`src/rtl/memory_arbiter_if.sv`:
```
// memory_arbiter_if: one requester's access bus (req/write/address/wdata out, ack/rdata back).
// Modports: master = requester side (CPU or IOP), slave = arbiter side.
interface memory_arbiter_if;
  logic         req;
  logic         write;
  logic [15:31] address;
  logic [0:31]  wdata;
  logic         ack;
  logic [0:31]  rdata;
  modport master (output req, write, address, wdata, input ack, rdata);
  modport slave  (input req, write, address, wdata, output ack, rdata);
endinterface

```
`src/rtl/memory_arbiter.sv`:
```
// memory_arbiter: shares single-ported main memory between CPU and IOP, fixed CPU priority.
// Optional MEMARB_FAIRNESS_EN: after MAX_BURST consecutive CPU grants with the IOP waiting,
// the IOP is forced one grant.
// Ports: clock (rising edge), reset (async active-low); cpu/iop requester buses
// (memory_arbiter_if.slave, ack in the cycle after a sampled req, rdata valid with ack);
// mem_address/mem_write_en/mem_wdata/mem_rdata memory bus; owner (00 idle, 01 CPU, 10 IOP).
module memory_arbiter #(
  parameter int MAX_BURST = 4
) (
  input  logic            clock,
  input  logic            reset,
  memory_arbiter_if.slave cpu,
  memory_arbiter_if.slave iop,
  output logic [15:31]    mem_address,
  output logic            mem_write_en,
  output logic [0:31]     mem_wdata,
  input  logic [0:31]     mem_rdata,
  output logic [0:1]      owner
);
  localparam logic [1:0] IDLE = 2'b00, CPU = 2'b01, IOP = 2'b10;
  logic       force_iop;
  logic [1:0] next_owner;
  logic       sel_cpu, sel_iop;
  if (MAX_BURST < 1 || MAX_BURST > 15) begin : g_bad_burst
    $error("memory_arbiter: MAX_BURST must be 1..15");
  end
`ifdef MEMARB_FAIRNESS_EN
  localparam int SW = $clog2(MAX_BURST + 1);
  logic [SW-1:0] cpu_streak;
  assign force_iop = cpu_streak == SW'(MAX_BURST);
  // counts CPU grants won against a waiting IOP; any gap in IOP demand restarts it
  always_ff @(posedge clock or negedge reset)
    if (!reset) cpu_streak <= '0;
    else if (next_owner == CPU && iop.req) cpu_streak <= force_iop ? cpu_streak : cpu_streak + SW'(1);
    else cpu_streak <= '0;
`else
  assign force_iop = 1'b0;
`endif
  assign next_owner = (cpu.req && !(iop.req && force_iop)) ? CPU : iop.req ? IOP : IDLE;
  // async reset forces IDLE, so the whole datapath collapses to zero without a clock edge
  always_ff @(posedge clock or negedge reset)
    if (!reset) owner <= IDLE;
    else owner <= next_owner;
  assign sel_cpu = owner == CPU;
  assign sel_iop = owner == IOP;
  always_comb begin
    mem_address  = sel_cpu ? cpu.address : sel_iop ? iop.address : '0;
    mem_wdata    = sel_cpu ? cpu.wdata : sel_iop ? iop.wdata : '0;
    mem_write_en = sel_cpu ? cpu.write : sel_iop ? iop.write : 1'b0;
  end
  assign cpu.ack   = sel_cpu;
  assign iop.ack   = sel_iop;
  assign cpu.rdata = sel_cpu ? mem_rdata : '0;
  assign iop.rdata = sel_iop ? mem_rdata : '0;
endmodule

```
`src/flat_wrapper.sv`:
```
// flat-port wrapper written by rule: the top's interface ports become plain ports
module memory_arbiter_flat 
#(
  parameter int MAX_BURST = 4
)
  (clock, reset, mem_address, mem_write_en, mem_wdata, mem_rdata, owner, cpu_req, cpu_write, cpu_address, cpu_wdata, cpu_ack, cpu_rdata, iop_req, iop_write, iop_address, iop_wdata, iop_ack, iop_rdata);
  memory_arbiter_if cpu_i ();
  memory_arbiter_if iop_i ();
  input  logic clock;
  input  logic reset;
  output logic [15:31] mem_address;
  output logic mem_write_en;
  output logic [0:31] mem_wdata;
  input  logic [0:31] mem_rdata;
  output logic [0:1] owner;
  input wire logic [$bits(cpu_i.req)-1:0] cpu_req;
  input wire logic [$bits(cpu_i.write)-1:0] cpu_write;
  input wire logic [$bits(cpu_i.address)-1:0] cpu_address;
  input wire logic [$bits(cpu_i.wdata)-1:0] cpu_wdata;
  output wire logic [$bits(cpu_i.ack)-1:0] cpu_ack;
  output wire logic [$bits(cpu_i.rdata)-1:0] cpu_rdata;
  input wire logic [$bits(iop_i.req)-1:0] iop_req;
  input wire logic [$bits(iop_i.write)-1:0] iop_write;
  input wire logic [$bits(iop_i.address)-1:0] iop_address;
  input wire logic [$bits(iop_i.wdata)-1:0] iop_wdata;
  output wire logic [$bits(iop_i.ack)-1:0] iop_ack;
  output wire logic [$bits(iop_i.rdata)-1:0] iop_rdata;
  assign cpu_i.req = cpu_req;
  assign cpu_i.write = cpu_write;
  assign cpu_i.address = cpu_address;
  assign cpu_i.wdata = cpu_wdata;
  assign cpu_ack = cpu_i.ack;
  assign cpu_rdata = cpu_i.rdata;
  assign iop_i.req = iop_req;
  assign iop_i.write = iop_write;
  assign iop_i.address = iop_address;
  assign iop_i.wdata = iop_wdata;
  assign iop_ack = iop_i.ack;
  assign iop_rdata = iop_i.rdata;
  memory_arbiter #(.MAX_BURST(MAX_BURST)) u_core (.clock(clock), .reset(reset), .cpu(cpu_i), .iop(iop_i), .mem_address(mem_address), .mem_write_en(mem_write_en), .mem_wdata(mem_wdata), .mem_rdata(mem_rdata), .owner(owner));
endmodule
```
`config.mk`:
```
export PLATFORM = sky130hd
export DESIGN_NAME = memory_arbiter_flat
export DESIGN_NICKNAME = d
export VERILOG_FILES = /design/src/rtl/memory_arbiter_if.sv /design/src/rtl/memory_arbiter.sv /design/src/flat_wrapper.sv
export SDC_FILE = /design/constraint.sdc
export NUM_CORES = 1
export LEC_CHECK = 0
export ABC_AREA = 1
export ABC_CLOCK_PERIOD_IN_PS = 1000
export CAP_MARGIN = 20
export CORE_AREA = 4 4 96 98
export DETAILED_ROUTE_END_ITERATION = 7
export DIE_AREA = 0 0 100 102
export PLACE_DENSITY_LB_ADDON = 0.15
export SLEW_MARGIN = 20
export SYNTH_ARGS = -nofsm -noshare
export SYNTH_HDL_FRONTEND = slang
export SYNTH_SLANG_ARGS = --single-unit
```
`constraint.sdc`:
```
create_clock -name clock -period 1 [get_ports clock]
set_input_delay 0.15 -clock clock [delete_from_list [all_inputs] [get_ports clock]]
set_output_delay 0.15 -clock clock [all_outputs]
set_load 0.05 [all_outputs]
```
==> qor.yml <==
clocking:
  clock-sinks: 2
  root_buffer: "clkbuf_8"
  cts_buffers: 3
  cts_buffer_depth: 2
  ctsHoldBuffers: 0
  htree_levels: 1
  cts_tree: "done"
  path_clk_slew_ps: 30
detailed_routing:
  drtIter0Drc: 71
  wl_per_cell_um: 20.5
  dr.pass1.iters: 4
  vias: 3118
  ant_nets: 0
  routed_via_density: 4.69
  wirelength_um: 13700
  remaining_drc_errors: 0
grt:
  antenna_found_initial: 0
  grtUsageTotal_pct: 21.8
  first_global_vias: 3235
  use_met1_pct: 20.8
  grt-ovfl-total: 0
  gr-usage-met3_pct: 6.08
  grt_pass1_wl_um: 17500
  top_usage_layer: "met2"
  grtUsageMet2_pct: 43.7
  grt_start_max_net_pins: 21
floorplan:
  dieWidth_um: 100
  coreArea_mm2: 0.00847
  num_rows: 34
  initial_core_util_pct: 17.3
  die_h_um: 102
  io_pins: 254
  dieArea_mm2: 0.0102
power:
  power_density_mw_per_mm2: 622
  p_leak_nw: 2.87
  pwr-share-seq_pct: 2.3
  ir_drop_uv: 518
  p_int_mw: 2.35
  combinationalPowerShare_pct: 90.3
  clkPwrFrac_pct: 7.4
  power.total_mw: 4.46
  swShare_pct: 47.4
  power.switching_mw: 2.12
timing:
  final-hold-violation-count: 0
  fin_crit_sh_pct: 158
  setup_slack_ps: -581
  clock.fmax_mhz: 632
  fin_worst_hold_slack_ps: 118
  setup_viol: 118
  slew_violations: 0
  slew_headroom_pct: 82.2
  rsz0062_at_grt: "yes"
  worst_slew_pin_slew_ps: 268
  fin_setup_tns_ps: -62520
  min_period_ps: 1580
worst_setup_path:
  path_class: "flop to output port"
  critPathMaxStageDelay_ps: 500
  slowest_stage: "dfrtp_2"
  cp-end-kind: "output port"
  worst_setup_path_start_kind: "flop"
  critical_path.cell_chain: "inv_8 -> nand2_8 -> buf_12 -> nor2_4 -> buf_12"
  crit_fanout: 10
  arrival_ps: 1430
  critical_path.most_common_cell: "buf_12"
  critPathRequiredTime_ps: 850
logic_synthesis:
  synth_top_family_by_area: "simple AND/OR/NAND/NOR gates"
  synthTopCellsByArea: "nand3_1 (34%), nor2_2 (17%), nand2_1 (13%)"
  avgSynthCellArea_um2: 5.15
  synth_xor_area_share_pct: 0
  synth_compound_area_share_pct: 0
  synthMuxAreaShare_pct: 0
  synth-seq-area-share_pct: 3.42
  syn_inst: 284
  syn_area_mm2: 0.00146
  ys_types: 12
  synth_top_area_cell: "nand3_1"
  yosys_warnings: 0
  syn_nets: 420
  ys_ff_latch: 2
  synth_fa_ha_area_share_pct: 0
  yosys.area_share.simple_pct: 72.0
  synth.top_cell.area_share_pct: 34.2
hold_path:
  hold_class: "primary input to asynchronous set/reset pin"
layout:
  reg_top3: "u_core.owner (2)"
  utilization_pct: 84.7
  fillers: 431
  largest_reg_flops: 2
  multiInputGateArea_mm2: 0.00224
  most-common-layout-cells: "clkdlybuf4s50_1 (135), buf_12 (130), nor2_4 (64)"
  diodes: 0
  final_common_cell: "clkdlybuf4s50_1"
  area_growth_pct: 391
  layout.area.seq_um2: 52.6
  nets: 695
  regMostFlops: "u_core.owner"
  drive_gt1_share_pct: 61.8
outcome:
  violations: "negative setup slack"
  status: "finished with violations"
place:
  hpwl_um: 8830
  routabilityCongestion: 0.758
  io_buffers: 253
flow_run:
  cap_violations: 0
-- stage by stage --
stage,instance area [um2],setup WS (ps),std cells
floorplan,2270,-430,284
global placement,6110,-342,637
detailed placement,6110,-367,637
CTS,6770,-544,656
global route,7170,-640,665
finish,7170,-581,665
-- worst max-delay path, delay by kind of cell, from the launching register on --
family | cells | cell delay [ps]
buffers and inverters | 3 | 480
AND/OR/NAND/NOR | 2 | 240
flip-flops | 1 | 500
-- logic make-up (layout without fill, tap and decap cells) --
group,after synthesis,in the layout
AND/OR/NAND/NOR,217,217
buffers and inverters,65,338
flip-flops,2,2
-- power groups by stage --
| stage | Clock [mW] | Combinational (mW) | Sequential (mW) |
|---|---|---|---|
| after floorplan | 0 | 1.71 | 0.105 |
| after CTS | 0.320 | 3.83 | 0.102 |
| after global placement | 0 | 3.51 | 0.103 |
| after detailed placement | 0 | 3.55 | 0.104 |
| after global routing | 0.345 | 4.16 | 0.104 |
| final | 0.331 | 4.03 | 0.103 |
-- cells in the mapped netlist --
| library cell | instances |
|---|---|
| inv_1 | 34 |
| buf_2 | 10 |
| nand2_1 | 50 |
| buf_4 | 10 |
| inv_4 | 2 |
| nand3_1 | 100 |
| nand2_4 | 2 |
| nor2_2 | 39 |
| dfrtp_1 | 2 |
| nor2_1 | 26 |
| buf_6 | 8 |
| inv_2 | 1 |
-- routing by layer --
layer  up-vias  routed length [um]
li1       1451                   -
met1      1476                4400
met2       173                7800
met3        18                1130
met4         0                 319
met5         -                   0
-- area by class of cell --
type / count / share of cell area, %
Clock buffer: 3 / 0.576
Inverter: 37 / 2.20
Multi-Input combinational cell: 217 / 31.3
Sequential cell: 2 / 0.733
Tap cell: 108 / 1.88
Timing Repair Buffer: 298 / 63.3
-- repair_timing --
action / CTS / global route
setup buffers: 9 / 2
endpoints found under the setup margin: 118 / 118
gates cloned: 7 / 7
pin swaps: 4 / 7
resized for setup: 67 / 35
-- how the worst max path moves through the flow --
stage,from,to,slack [ps],cells past startpoint
5_1_grt,u_core.owner[0],cpu_rdata[16],-640,5
4_1_cts,u_core.owner[0],cpu_rdata[14],-540,5
2_1_floorplan,u_core.owner[1],iop_rdata[0],-430,5
3_3_place_gp,u_core.owner[0],mem_address[26],-340,4
3_5_place_dp,u_core.owner[0],mem_address[26],-370,4
6_report,u_core.owner[0],cpu_rdata[16],-580,5
Power figures use the tool's default switching activity.
